==> src/rtl/dmem_pkg.sv <==
// Shared widths and FSM encoding for the data_mem arbiter.
package dmem_pkg;
    localparam int AW_DEF = 8;
    localparam int DW_DEF = 8;

    typedef enum logic [1:0] {
        IDLE   = 2'd0,
        ACCESS = 2'd1,
        DONE   = 2'd2
    } state_t;
endpackage

==> src/rtl/rr_arb2.sv <==
// Two-input request picker: one-hot grant from req, round-robin pointer or fixed priority.
module rr_arb2 (
    input  logic [1:0] req,
    input  logic       rr,
    input  logic       fixed_prio,
    output logic [1:0] gnt
);
    always_comb begin
        gnt = 2'b00;
        case (req)
            2'b01:   gnt = 2'b01;
            2'b10:   gnt = 2'b10;
            // On conflict the pointer names the preferred port unless port 0 is pinned.
            2'b11:   gnt = (fixed_prio || !rr) ? 2'b01 : 2'b10;
            default: gnt = 2'b00;
        endcase
    end
endmodule

==> src/rtl/data_mem_arbiter.sv <==
// Serialises two req/ack requesters onto the single-port data_mem (IDLE -> ACCESS -> DONE).
// Handshake: a port holds req with we/addr/wdata stable until it sees its one-cycle ack; a req still high in IDLE is a new access.
module data_mem_arbiter
    import dmem_pkg::*;
#(
    parameter int AW         = AW_DEF,
    parameter int DW         = DW_DEF,
    parameter bit FIXED_PRIO = 1'b0
) (
    input  logic          clk,
    input  logic          rst_n,
    input  logic          req0,
    input  logic          req1,
    input  logic          we0,
    input  logic          we1,
    input  logic [AW-1:0] addr0,
    input  logic [AW-1:0] addr1,
    input  logic [DW-1:0] wdata0,
    input  logic [DW-1:0] wdata1,
    output logic          ack0,
    output logic          ack1,
    output logic [DW-1:0] rdata0,
    output logic [DW-1:0] rdata1,
    output logic          busy,
    output logic [AW-1:0] mem_add,
    output logic [DW-1:0] mem_in,
    output logic          mem_wr,
    input  logic [DW-1:0] mem_out,
    output logic [1:0]    dbg_state
);
    state_t        state_q, state_d;
    logic          gnt_q, gnt_d;
    logic          we_q, we_d;
    logic [AW-1:0] addr_q, addr_d;
    logic [DW-1:0] wdata_q, wdata_d;
    logic          rr_q, rr_d;
    logic [DW-1:0] rdata0_q, rdata0_d;
    logic [DW-1:0] rdata1_q, rdata1_d;
    logic [1:0]    arb_gnt;

    rr_arb2 u_arb (
        .req        ({req1, req0}),
        .rr         (rr_q),
        .fixed_prio (FIXED_PRIO),
        .gnt        (arb_gnt)
    );

    always_comb begin
        state_d  = state_q;
        gnt_d    = gnt_q;
        we_d     = we_q;
        addr_d   = addr_q;
        wdata_d  = wdata_q;
        rr_d     = rr_q;
        rdata0_d = rdata0_q;
        rdata1_d = rdata1_q;
        ack0     = 1'b0;
        ack1     = 1'b0;
        busy     = 1'b0;
        mem_add  = '0;
        mem_in   = '0;
        mem_wr   = 1'b0;
        case (state_q)
            IDLE: begin
                if (|arb_gnt) begin
                    gnt_d   = arb_gnt[1];
                    we_d    = arb_gnt[1] ? we1 : we0;
                    addr_d  = arb_gnt[1] ? addr1 : addr0;
                    wdata_d = arb_gnt[1] ? wdata1 : wdata0;
                    rr_d    = ~arb_gnt[1];
                    state_d = ACCESS;
                end
            end
            ACCESS: begin
                busy    = 1'b1;
                mem_add = addr_q;
                mem_in  = wdata_q;
                mem_wr  = we_q;
                if (!we_q) begin
                    if (gnt_q) rdata1_d = mem_out;
                    else       rdata0_d = mem_out;
                end
                state_d = DONE;
            end
            DONE: begin
                busy    = 1'b1;
                mem_add = addr_q;
                mem_in  = wdata_q;
                ack0    = ~gnt_q;
                ack1    = gnt_q;
                state_d = IDLE;
            end
            default: state_d = IDLE;
        endcase
    end

    always_ff @(posedge clk or negedge rst_n) begin
        if (!rst_n) begin
            state_q  <= IDLE;
            gnt_q    <= 1'b0;
            we_q     <= 1'b0;
            addr_q   <= '0;
            wdata_q  <= '0;
            rr_q     <= 1'b0;
            rdata0_q <= '0;
            rdata1_q <= '0;
        end else begin
            state_q  <= state_d;
            gnt_q    <= gnt_d;
            we_q     <= we_d;
            addr_q   <= addr_d;
            wdata_q  <= wdata_d;
            rr_q     <= rr_d;
            rdata0_q <= rdata0_d;
            rdata1_q <= rdata1_d;
        end
    end

    assign rdata0    = rdata0_q;
    assign rdata1    = rdata1_q;
    assign dbg_state = state_q;
endmodule

==> config.mk <==
export PLATFORM = sky130hd
export DESIGN_NAME = data_mem_arbiter
export DESIGN_NICKNAME = d
export VERILOG_FILES = /design/src/rtl/dmem_pkg.sv /design/src/rtl/rr_arb2.sv /design/src/rtl/data_mem_arbiter.sv
export SDC_FILE = /design/constraint.sdc
export NUM_CORES = 1
export LEC_CHECK = 0
export CAP_MARGIN = 20
export CORE_MARGIN = 1.5
export CORE_UTILIZATION = 40
export DETAILED_ROUTE_END_ITERATION = 6
export GPL_ROUTABILITY_DRIVEN = 1
export PLACE_DENSITY = 0.85
export SLEW_MARGIN = 20
export SYNTH_ARGS = -nofsm -noshare
export SYNTH_HDL_FRONTEND = slang
export SYNTH_SLANG_ARGS = --single-unit
==> constraint.sdc <==
create_clock -name clk -period 1.65 [get_ports clk]
set_input_delay 0.33 -clock clk [delete_from_list [all_inputs] [get_ports clk]]
set_output_delay 0.33 -clock clk [all_outputs]
set_load 0.005 [all_outputs]
## Word-level counts from Yosys, hierarchy flattened

Cells that the tools add are included.

- Bits of input ports: 46
- Output and inout bits: 38
- Register bits: 37

- Reductions and logical operators: 6
- Equality and inequality tests: 6
- Muxes and demuxes: 13
- Bitwise logic cells: 3

Operators by type and width:

| operator | number |
|---|---|
| $mux W8 | 4 |
| $eq A2 B2 Y1 const B | 3 |
| $pmux W2 S3 | 1 |
| $reduce_and A3 Y1 | 2 |
| $mux W1 | 5 |
| $eq A2 B1 Y1 const B | 2 |
| $mux W2 | 2 |
| $pmux W2 S2 | 1 |
| $reduce_or A2 Y1 | 2 |
| $not A1 Y1 | 3 |
| $logic_not A2 Y1 | 1 |
| $ne A2 B2 Y1 const B | 1 |
| $reduce_and A2 Y1 | 1 |

## Logic depth before layout (Yosys ltp)

Gate-level depths: netlist (run 1).

- Word-level depth: 5
- Mapped depth: 6

## Hierarchy

A second synthesis (run 1) with hierarchy kept.

- Cell total of the unflattened synthesis: 171
- Area, all modules: 1,813.0 sq um

By module, submodules not included:

| module | sequential area each (sq um) | area each (sq um) | cells an instance | instances |
|---|---|---|---|---|
| data_mem_arbiter | 925.9 | 1,783.0 | 167 | 1 |
| rr_arb2 | 0.0 | 30.0 | 4 | 1 |

## Worst setup path before layout (run 1)

No wires, ideal clock.

- Path kind: flip-flop to output port
- Start point: register state_q[1] (netlist: dbg_state[1])
- End point: output mem_add[7]
- Buffers on the path: 1
- Stages on the path, launching flop included: 5
- Slack: 0.164 ns
- Required time: 1.320 ns
- Data arrival time: 1.156 ns
- Cells stage by stage: dfrtp_1 > inv_1 > ha_1 > clkbuf_1 > and2_1

- Longest elaborated chain between the ends: 3

Ends and longest elaborated chain:

| item | RTL line | source |
|---|---|---|
| start: declaration | data_mem_arbiter.sv:31 | `state_t state_q, state_d;` |
| start signal: assignment | data_mem_arbiter.sv:108 | `state_q <= state_d;` |
| $eq A2 B1 Y1 or $eq A2 B2 Y1 (tied branches) | data_mem_arbiter.sv:63 | `case (state_q)` |
| $reduce_or A2 Y1 (no source line) (*) | -- |  |
| $mux W8 (*) | data_mem_arbiter.sv:63 |  |
| end: declaration | data_mem_arbiter.sv:25 | `output logic [AW-1:0] mem_add,` |

Mark *: on every way between the ends. The rest lies on a longest branch, timed or not.

## Worst setup path in the final report (run 1)

- Start point: register state_q[0] (netlist: dbg_state[0])
- End point: output mem_add[0]

Same word-level chain as after synthesis.

==> results.tsv, run 1 <==
stage	metric	value	unit
status	status	finished, violations left	
status	failing checks	negative setup slack	
power_and_ir_drop	maximum VDD drop	1020	uV
drt	DRT iter0 DRCs	89	
clocking	Clock transition at path regs	70	ps
placement	port buffer count	83	
drt	Pre-antenna DRT Iters	4	
sta	crit path time final	1720	ps
run	number of max-cap violations	0	
critical_path	R2R setup slack	110	ps
critical_path	Critical Path Fanout Max	8	
sta	final worst slack	-68.1	ps
drt	final WL	4.31	mm
yosys	post-synth net total	178	
cells_and_area	Filler cells	296	
sta	f_max	582	MHz
floorplan	Die Footprint	0.00459	sq mm
clocking	worst-skew pair later-pin latency	290	ps
sta	Worst-Margin Slew	492	ps
global_route	largest net degree at the start of global routing	38	
yosys	main combinational cell family by area after synthesis	simple AND/OR/NAND/NOR gates	
floorplan	core area	0.00400	sq mm
clocking	TritonCTS buffer count	5	
clocking	H-tree depth	2	
yosys	Synth top area share	55.3	%
cells_and_area	fin nets	281	
critical_path	WP data required	1320	ps
sta	unrepaired setup endpoints after global routing	yes	
placement	gpl congestion	0.719	
drt	post-route ant nets	0	
placement	Post-DP Area	0.00268	sq mm
cells_and_area	Sequential Area	926	sq um
drt	Via density	5.02	
cells_and_area	Ant. Diodes	0	
critical_path	Worst EP arrival	1390	ps
cells_and_area	Area growth syn-to-layout	71.2	%
yosys	Mapped Area	0.00168	sq mm
yosys	Ys Warns	0	
power_and_ir_drop	Comb power frac	55.3	%
floorplan	chip width	67.7	um
sta	Slew Viols, Final	0	
critical_path	CP max stage delay	390	ps
power_and_ir_drop	Net Sw Frac	30.2	%
sta	WHS	509	ps
power_and_ir_drop	P_int	3.78	mW
sta	final worst-path cycle share	104	%
clocking	CTS tree	built	
global_route	remaining global-route overflow	0	
drt	Routed WL per cell	15.2	um
clocking	Clock Path Buffers	2	
sta	max_slew headroom	67.2	%
cells_and_area	area of the multi-input gates	802	sq um
sta	setup violators final	16	
clocking	CTS root buffer	clkbuf_8	
yosys	Avg Synthesized Cell Area	13.0	sq um
critical_path	Setup crit end kind	output pin	
sta	Clock Skew	2.84	ps
yosys	Synth area leader	dfrtp_1	
power_and_ir_drop	PD cells	1890	mW/mm^2
hold_path	Hold Path Class	reg2reg	
floorplan	Starting Density	41.9	%
yosys	post-synthesis sequential area ratio	55.3	%
yosys	top post-synthesis cells by area	dfrtp_1, mux2_2, a221o_1	
global_route	total track usage	20.3	%
cells_and_area	fraction of layout cells with a size suffix above 1	35.2	%
critical_path	slowest cell on the critical path	dfrtp_1	
floorplan	Vert. Die Dim	67.7	um
yosys	Yosys cell types	19	
global_route	initial antenna violation count	0	
floorplan	I/O pin count	84	
yosys	post-synthesis adder-cell area fraction	2.24	%
placement	Detailed Place HPWL	3.05	mm
power_and_ir_drop	Leak Pwr	1.27	nW
sta	Hold Vio Cnt, Final	0	
yosys	Synth Instances	129	
critical_path	CP cell instances	inv_2 > ha_4 > buf_6 > and2_1 > buf_2	
yosys	complex-gate fraction of the synthesized area	13.1	%
drt	Vias	1421	
yosys	post-synthesis mux area share	11.4	%
yosys	fraction of synthesized cell area in xor and xnor cells	0	%
clocking	Sinks on Clock Net	37	
global_route	first-pass GRT wire length	6.63	mm
cells_and_area	Finished Cell Area	0.00287	sq mm
drt	DR DRC count	0	
power_and_ir_drop	NetSw	1.63	mW
critical_path	Critical Path Start Type	flop	
placement	pre-CTS setup slack	-279	ps
yosys	Yosys reg bits	37	
floorplan	Core Rows	23	
global_route	vias in the first global route	1407	
yosys	Post-Synth Simple-Gate Area	15.9	%
critical_path	CP Class	reg2out	
power_and_ir_drop	clock share of power	14.8	%
power_and_ir_drop	Flop pwr share	29.9	%
[power by group through the flow]
stage	Clock (mW)	Sequential [mW]	Combinational (mW)
finish	0.802	1.62	2.99
global route	0.858	1.66	3.28
CTS	0.819	1.60	2.90
detailed placement	0	1.61	2.74
global placement	0	1.58	2.69
floorplan	0	1.59	1.18
[flip-flops by register name, indices dropped and copies added, names as in the netlist]
register and flops:
we_q 1, gnt_q 1, addr_q 8, rdata1 8
rr_q 1, wdata_q 8, dbg_state 2, rdata0 8
[synthesized netlist by cell type]
master,count
dfrtp_1,37
and2_1,27
a221o_1,17
mux2_2,17
and2_0,8
ha_1,3
inv_1,3
nand2_1,3
a21o_1,2
a21oi_2,2
buf_4,2
a21boi_0,1
buf_2,1
clkbuf_1,1
nand3b_1,1
nor2_1,1
nor2b_1,1
nor3b_4,1
o21ai_2,1
[per-layer routing]
metal  routed length [um]  track usage [%]
met1                 1740             23.5
met2                 2100             33.2
met3                  379             6.00
met4                   88             11.7
met5                    0                0
[cell type report]
class	instances	area share (%)
repair buffers	100	33.1
flip-flops and latches	37	32.3
multi-input cells	85	28.0
clock buffers	7	3.01
well taps	50	2.18
clock inverters	1	1.05
inverters	3	0.392
[cell usage in the layout (no fill, tap or decap), drive strengths merged]
cell type,Yosys,routed
ha,3,3
a221o,17,17
dfrtp,37,37
a21o,2,2
and2,35,35
nand3b,1,1
dlygate4sd3,0,1
clkbuf,1,9
nor3b,1,1
mux2,17,17
nand2,3,3
nor2,1,1
buf,3,34
nor2b,1,1
inv,3,3
a21oi,2,2
clkdlybuf4s15,0,1
o21ai,1,1
clkdlybuf4s50,0,62
bufinv,0,1
a21boi,1,1
[worst max-delay path, delay by kind of cell (launching register included)]
kind	cells	cell delay (ps)
adder cells (fa/ha/maj)	1	220
buffers and inverters	3	360
flip-flops	1	390
AND/OR/NAND/NOR	1	130
[per-stage QoR]
stage	power, mW	util, %	std cells	setup TNS [ps]
2_1_floorplan	2.77	-	129	0
3_3_place_gp	4.26	66.9	271	-6150
3_5_place_dp	4.35	66.9	271	-7050
4_1_cts	5.32	70.8	281	-1210
5_1_grt	5.80	71.7	283	-2010
6_report	5.41	71.7	283	-848
[final timing paths]
check	startpoint	cells after the start	endpoint
worst max-delay path	dbg_state[0]$_DFFE_PN0P_	5	mem_add[0]
worst min-delay path	rdata1[3]$_DFFE_PN0P_	1	rdata1[3]$_DFFE_PN0P_
worst max register to register	dbg_state[1]$_DFFE_PN0P_	6	rdata0[4]$_DFFE_PN0P_
worst min register to register	rdata1[3]$_DFFE_PN0P_	1	rdata1[3]$_DFFE_PN0P_
max in group asynchronous	rst_n	3	dbg_state[1]$_DFFE_PN0P_
min in group asynchronous	rst_n	3	rdata1[5]$_DFFE_PN0P_
[kinds of logic (layout without fill, tap and decap cells)]
family,count (synthesis),after routing
AO/OA/AOI/OAI,23,23
flip-flops,37,37
buffers and inverters,7,111
AND/OR/NAND/NOR,42,42
multiplexers,17,17
adder cells (fa/ha/maj),3,3
[what timing repair did]
action                                 4_1_cts  5_1_grt
endpoints found under the hold margin       37        0
pin swaps                                   10        3
setup endpoints to repair                   26       38
setup buffers                                2        2
hold buffers                                 1        0
cloned                                       0        0
gates resized for setup                    100       13
(Power assumes the default switching activity.)
==> run 2: changes to the inputs <==
Settings changed: ABC_AREA from default to 1, CORE_UTILIZATION 40 to 42.
Clock period 1.65 ns to 1.68 ns, I/O delays scaled along.
==> run 2 against run 1 <==
Net effect: the flow still finishes with violations (negative setup slack); sequential cell count did not move; via count rose by 32%; cell count rose by 30%; hold slack got worse by 430 ps; register-to-register slack improved by 210 ps; cell area rose by 3.7%; sequential share of layout area fell by 1.1 points; sequential power barely moved; largest power group unchanged.
==> results.tsv, run 2 <==
stage	metric	value	unit	change
yosys	Mapped Area	0.00189	sq mm	+13%
yosys	commonest cells in the netlist	nand2_1, dfrtp_1, inv_1, nand3_1, nand4_1		
yosys	post-synth net total	267		+50%
run	number of max-cap violations	0		unchanged
cells_and_area	fin nets	364		+30%
clocking	Sinks on Clock Net	37		unchanged
yosys	main flop type after synthesis	dfrtp_1		
power_and_ir_drop	Tot Pwr	5.53	mW	+2.2%
sta	unrepaired setup endpoints after global routing	yes		
yosys	Post-synth EDFFs	0		unchanged
yosys	most numerous cell in the Yosys netlist	nand2_1		
drt	post-route ant nets	0		unchanged
yosys	Avg Synthesized Cell Area	8.67	sq um	-33%
hold_path	Hold Path Class	in2async		
cells_and_area	most common cell after layout, fill and taps aside	clkdlybuf4s50_1		
sta	final worst slack	-96.5	ps	-28.4 ps
drt	Routed WL per cell	14.9	um	-2.2%
clocking	CTS root buffer	clkbuf_8		
floorplan	core area	0.00435	sq mm	+8.9%
clocking	Clock Path Buffers	2		unchanged
sta	Worst-Margin Slew	456	ps	-35.5 ps
clocking	H-tree depth	2		unchanged
yosys	async set-reset flop share out of synthesis	100	%	unchanged
cells_and_area	Filler cells	332		+12%
floorplan	Die Footprint	0.00491	sq mm	+7.1%
global_route	remaining global-route overflow	0		unchanged
cells_and_area	Ant. Diodes	0		unchanged
sta	max_slew headroom	69.6	%	+2.4 points
drt	Vias	1877		+32%
floorplan	I/O pin count	84		unchanged
critical_path	Critical Path Fanout Max	4		-4
clocking	TritonCTS buffer count	5		unchanged
drt	final WL	5.48	mm	+27%
placement	dpl cells	356		+31%
floorplan	Starting Density	43.4	%	+1.5 points
yosys	post-synthesis sequential area ratio	49.0	%	-6.3 points
sta	setup TNS	-551	ps	+297 ps
sta	Slew Viols, Final	0		unchanged
critical_path	Critical Path Start Type	flop		
placement	pre-CTS setup slack	-145	ps	+134 ps
sta	Clock Skew	2.91	ps	+0.0702 ps
sta	f_max	563	MHz	
floorplan	chip width	70.1	um	+3.5%
yosys	top post-synthesis cells by area	dfrtp_1, nand2_1, nand3_1		
power_and_ir_drop	maximum VDD drop	994	uV	-2.5%
floorplan	Core Rows	24		+4.3%
placement	port buffer count	83		unchanged
cells_and_area	Area growth syn-to-layout	57.3	%	
global_route	vias in the first global route	1887		+34%
clocking	worst-skew pair later-pin latency	280	ps	about the same
drt	DR DRC count	0		unchanged
sta	Hold Vio Cnt, Final	0		unchanged
critical_path	Setup crit end kind	output pin		
yosys	Synth area leader	dfrtp_1		
critical_path	CP Class	reg2out		
critical_path	WP data required	1340	ps	+20 ps
cells_and_area	Layout Cells excl Fill	368		+30%
global_route	first-pass GRT wire length	9.09	mm	+37%
sta	setup violators final	15		-1
global_route	largest net degree at the start of global routing	38		unchanged
yosys	Synth Instances	218		+69%
clocking	CTS tree	built		
cells_and_area	fraction of layout cells with a size suffix above 1	28.8	%	-6.4 points
drt	DRT iter0 DRCs	210		+140%
sta	crit path time final	1780	ps	
cells_and_area	most frequent cells in the layout	clkdlybuf4s50_1, dfrtp_1, nand2_1		
yosys	Synth top area share	49.0	%	-6.3 points
floorplan	Vert. Die Dim	70.1	um	+3.5%
global_route	initial antenna violation count	0		unchanged
drt	Pre-antenna DRT Iters	4		unchanged
clocking	Clock transition at path regs	70	ps	about the same
status	status	finished, violations left		
yosys	Yosys cell types	21		+2
yosys	Yosys reg bits	37		unchanged
clocking	Post-CTS Hold Fix Bufs	0		-1
power_and_ir_drop	Leak Pwr	1.53	nW	+20%
critical_path	Worst EP arrival	1440	ps	+50 ps
power_and_ir_drop	PD cells	1860	mW/mm^2	-1.4%
drt	Via density	5.10		+1.6%
sta	WHS	76.4	ps	-433 ps
yosys	Ys Warns	0		unchanged
placement	Detailed Place HPWL	3.66	mm	+20%
sta	final worst-path cycle share	106	%	
status	failing checks	negative setup slack		
placement	gpl congestion	0.811		+13%
global_route	total track usage	23.5	%	+3.2 points
==> run 2: cell types whose count changed in the layout (fill, tap and decap cells not counted), moves of 9 or more <==
cell and delta:
and2_4 -11, buf_2 +9, nand3_1 +31, and2_1 -16, inv_1 +22, o21ai_0 +14
nand4_1 +17, nand2_2 +22, mux2_2 -17, nand2_1 +29, a221o_1 -17
==> run 2: cell type report <==
cell class / instances / area (sq um) / share of cell area, %
clock buffer: 6 / 72.6 / 2.44
clock inverter: 2 / 10.0 / 0.337
inverter: 31 / 116 / 3.91
multi-input combinational: 138 / 840 / 28.2
sequential: 37 / 926 / 31.1
tap: 52 / 65.1 / 2.19
timing repair buffer: 102 / 945 / 31.8
==> run 2: power by group <==
group / total (mW) / internal, mW / switching (mW) / leakage, nW
clock: 0.585 / 0.287 / 0.298 / 0.0450
combinational: 3.29 / 1.71 / 1.58 / 1.03
sequential: 1.65 / 1.34 / 0.315 / 0.452
==> run 2: timing repair <==
item,4_1_cts,5_1_grt
buffers inserted,4,1
pin swaps,8,2
setup endpoints to repair,20,28
gates cloned,2,0
resized for setup,106,11
==> run 2: worst paths after layout <==
kind	start	end	slack, ps	cells after the start
min in group clk	rdata0[0]$_DFFE_PN0P_	rdata0[0]$_DFFE_PN0P_	480	2
min	rst_n	addr_q[4]$_DFFE_PN0P_	80	2
max in group asynchronous	rst_n	rdata1[1]$_DFFE_PN0P_	1280	2
max	dbg_state[0]$_DFFE_PN0P_	mem_in[4]	-100	7
min reg2reg	rdata0[0]$_DFFE_PN0P_	rdata0[0]$_DFFE_PN0P_	480	2
max reg2reg	dbg_state[1]$_DFFE_PN0P_	rdata0[1]$_DFFE_PN0P_	320	6
==> run 2: through the flow <==
step | util, % | cell area, sq um
after CTS | 68.9 | 3000
after global routing | 68.3 | 2970
final | 68.3 | 2970
after detailed placement | 65.2 | 2840
after floorplan | - | 1890
after global placement | 65.2 | 2840
==> run 2: critical path: stages (launching register included) <==
cell	delay, ps
dfrtp_1	390
inv_2	80
ha_4	230
buf_16	140
buf_6	120
nand2_4	60
inv_2	30
buf_6	100
==> run 2: metal layers <==
layer  vias to the layer above  track usage [%]  wire length, um
met5                         -                0                0
met4                         0             9.83              170
met3                        14             5.05              319
met2                        80             36.4             2680
met1                       880             32.1             2310
li1                        903                -                -
==> run 2: cells by family (layout without fill, tap and decap cells) <==
family | after synthesis | in the layout | synth area share, %
AO/OA/AOI/OAI | 21 | 21 | 6.15
adder cells (fa/ha/maj) | 3 | 3 | 1.99
flip-flops | 37 | 37 | 49.0
AND/OR/NAND/NOR | 114 | 114 | 31.9
buffers and inverters | 43 | 141 | 11.0
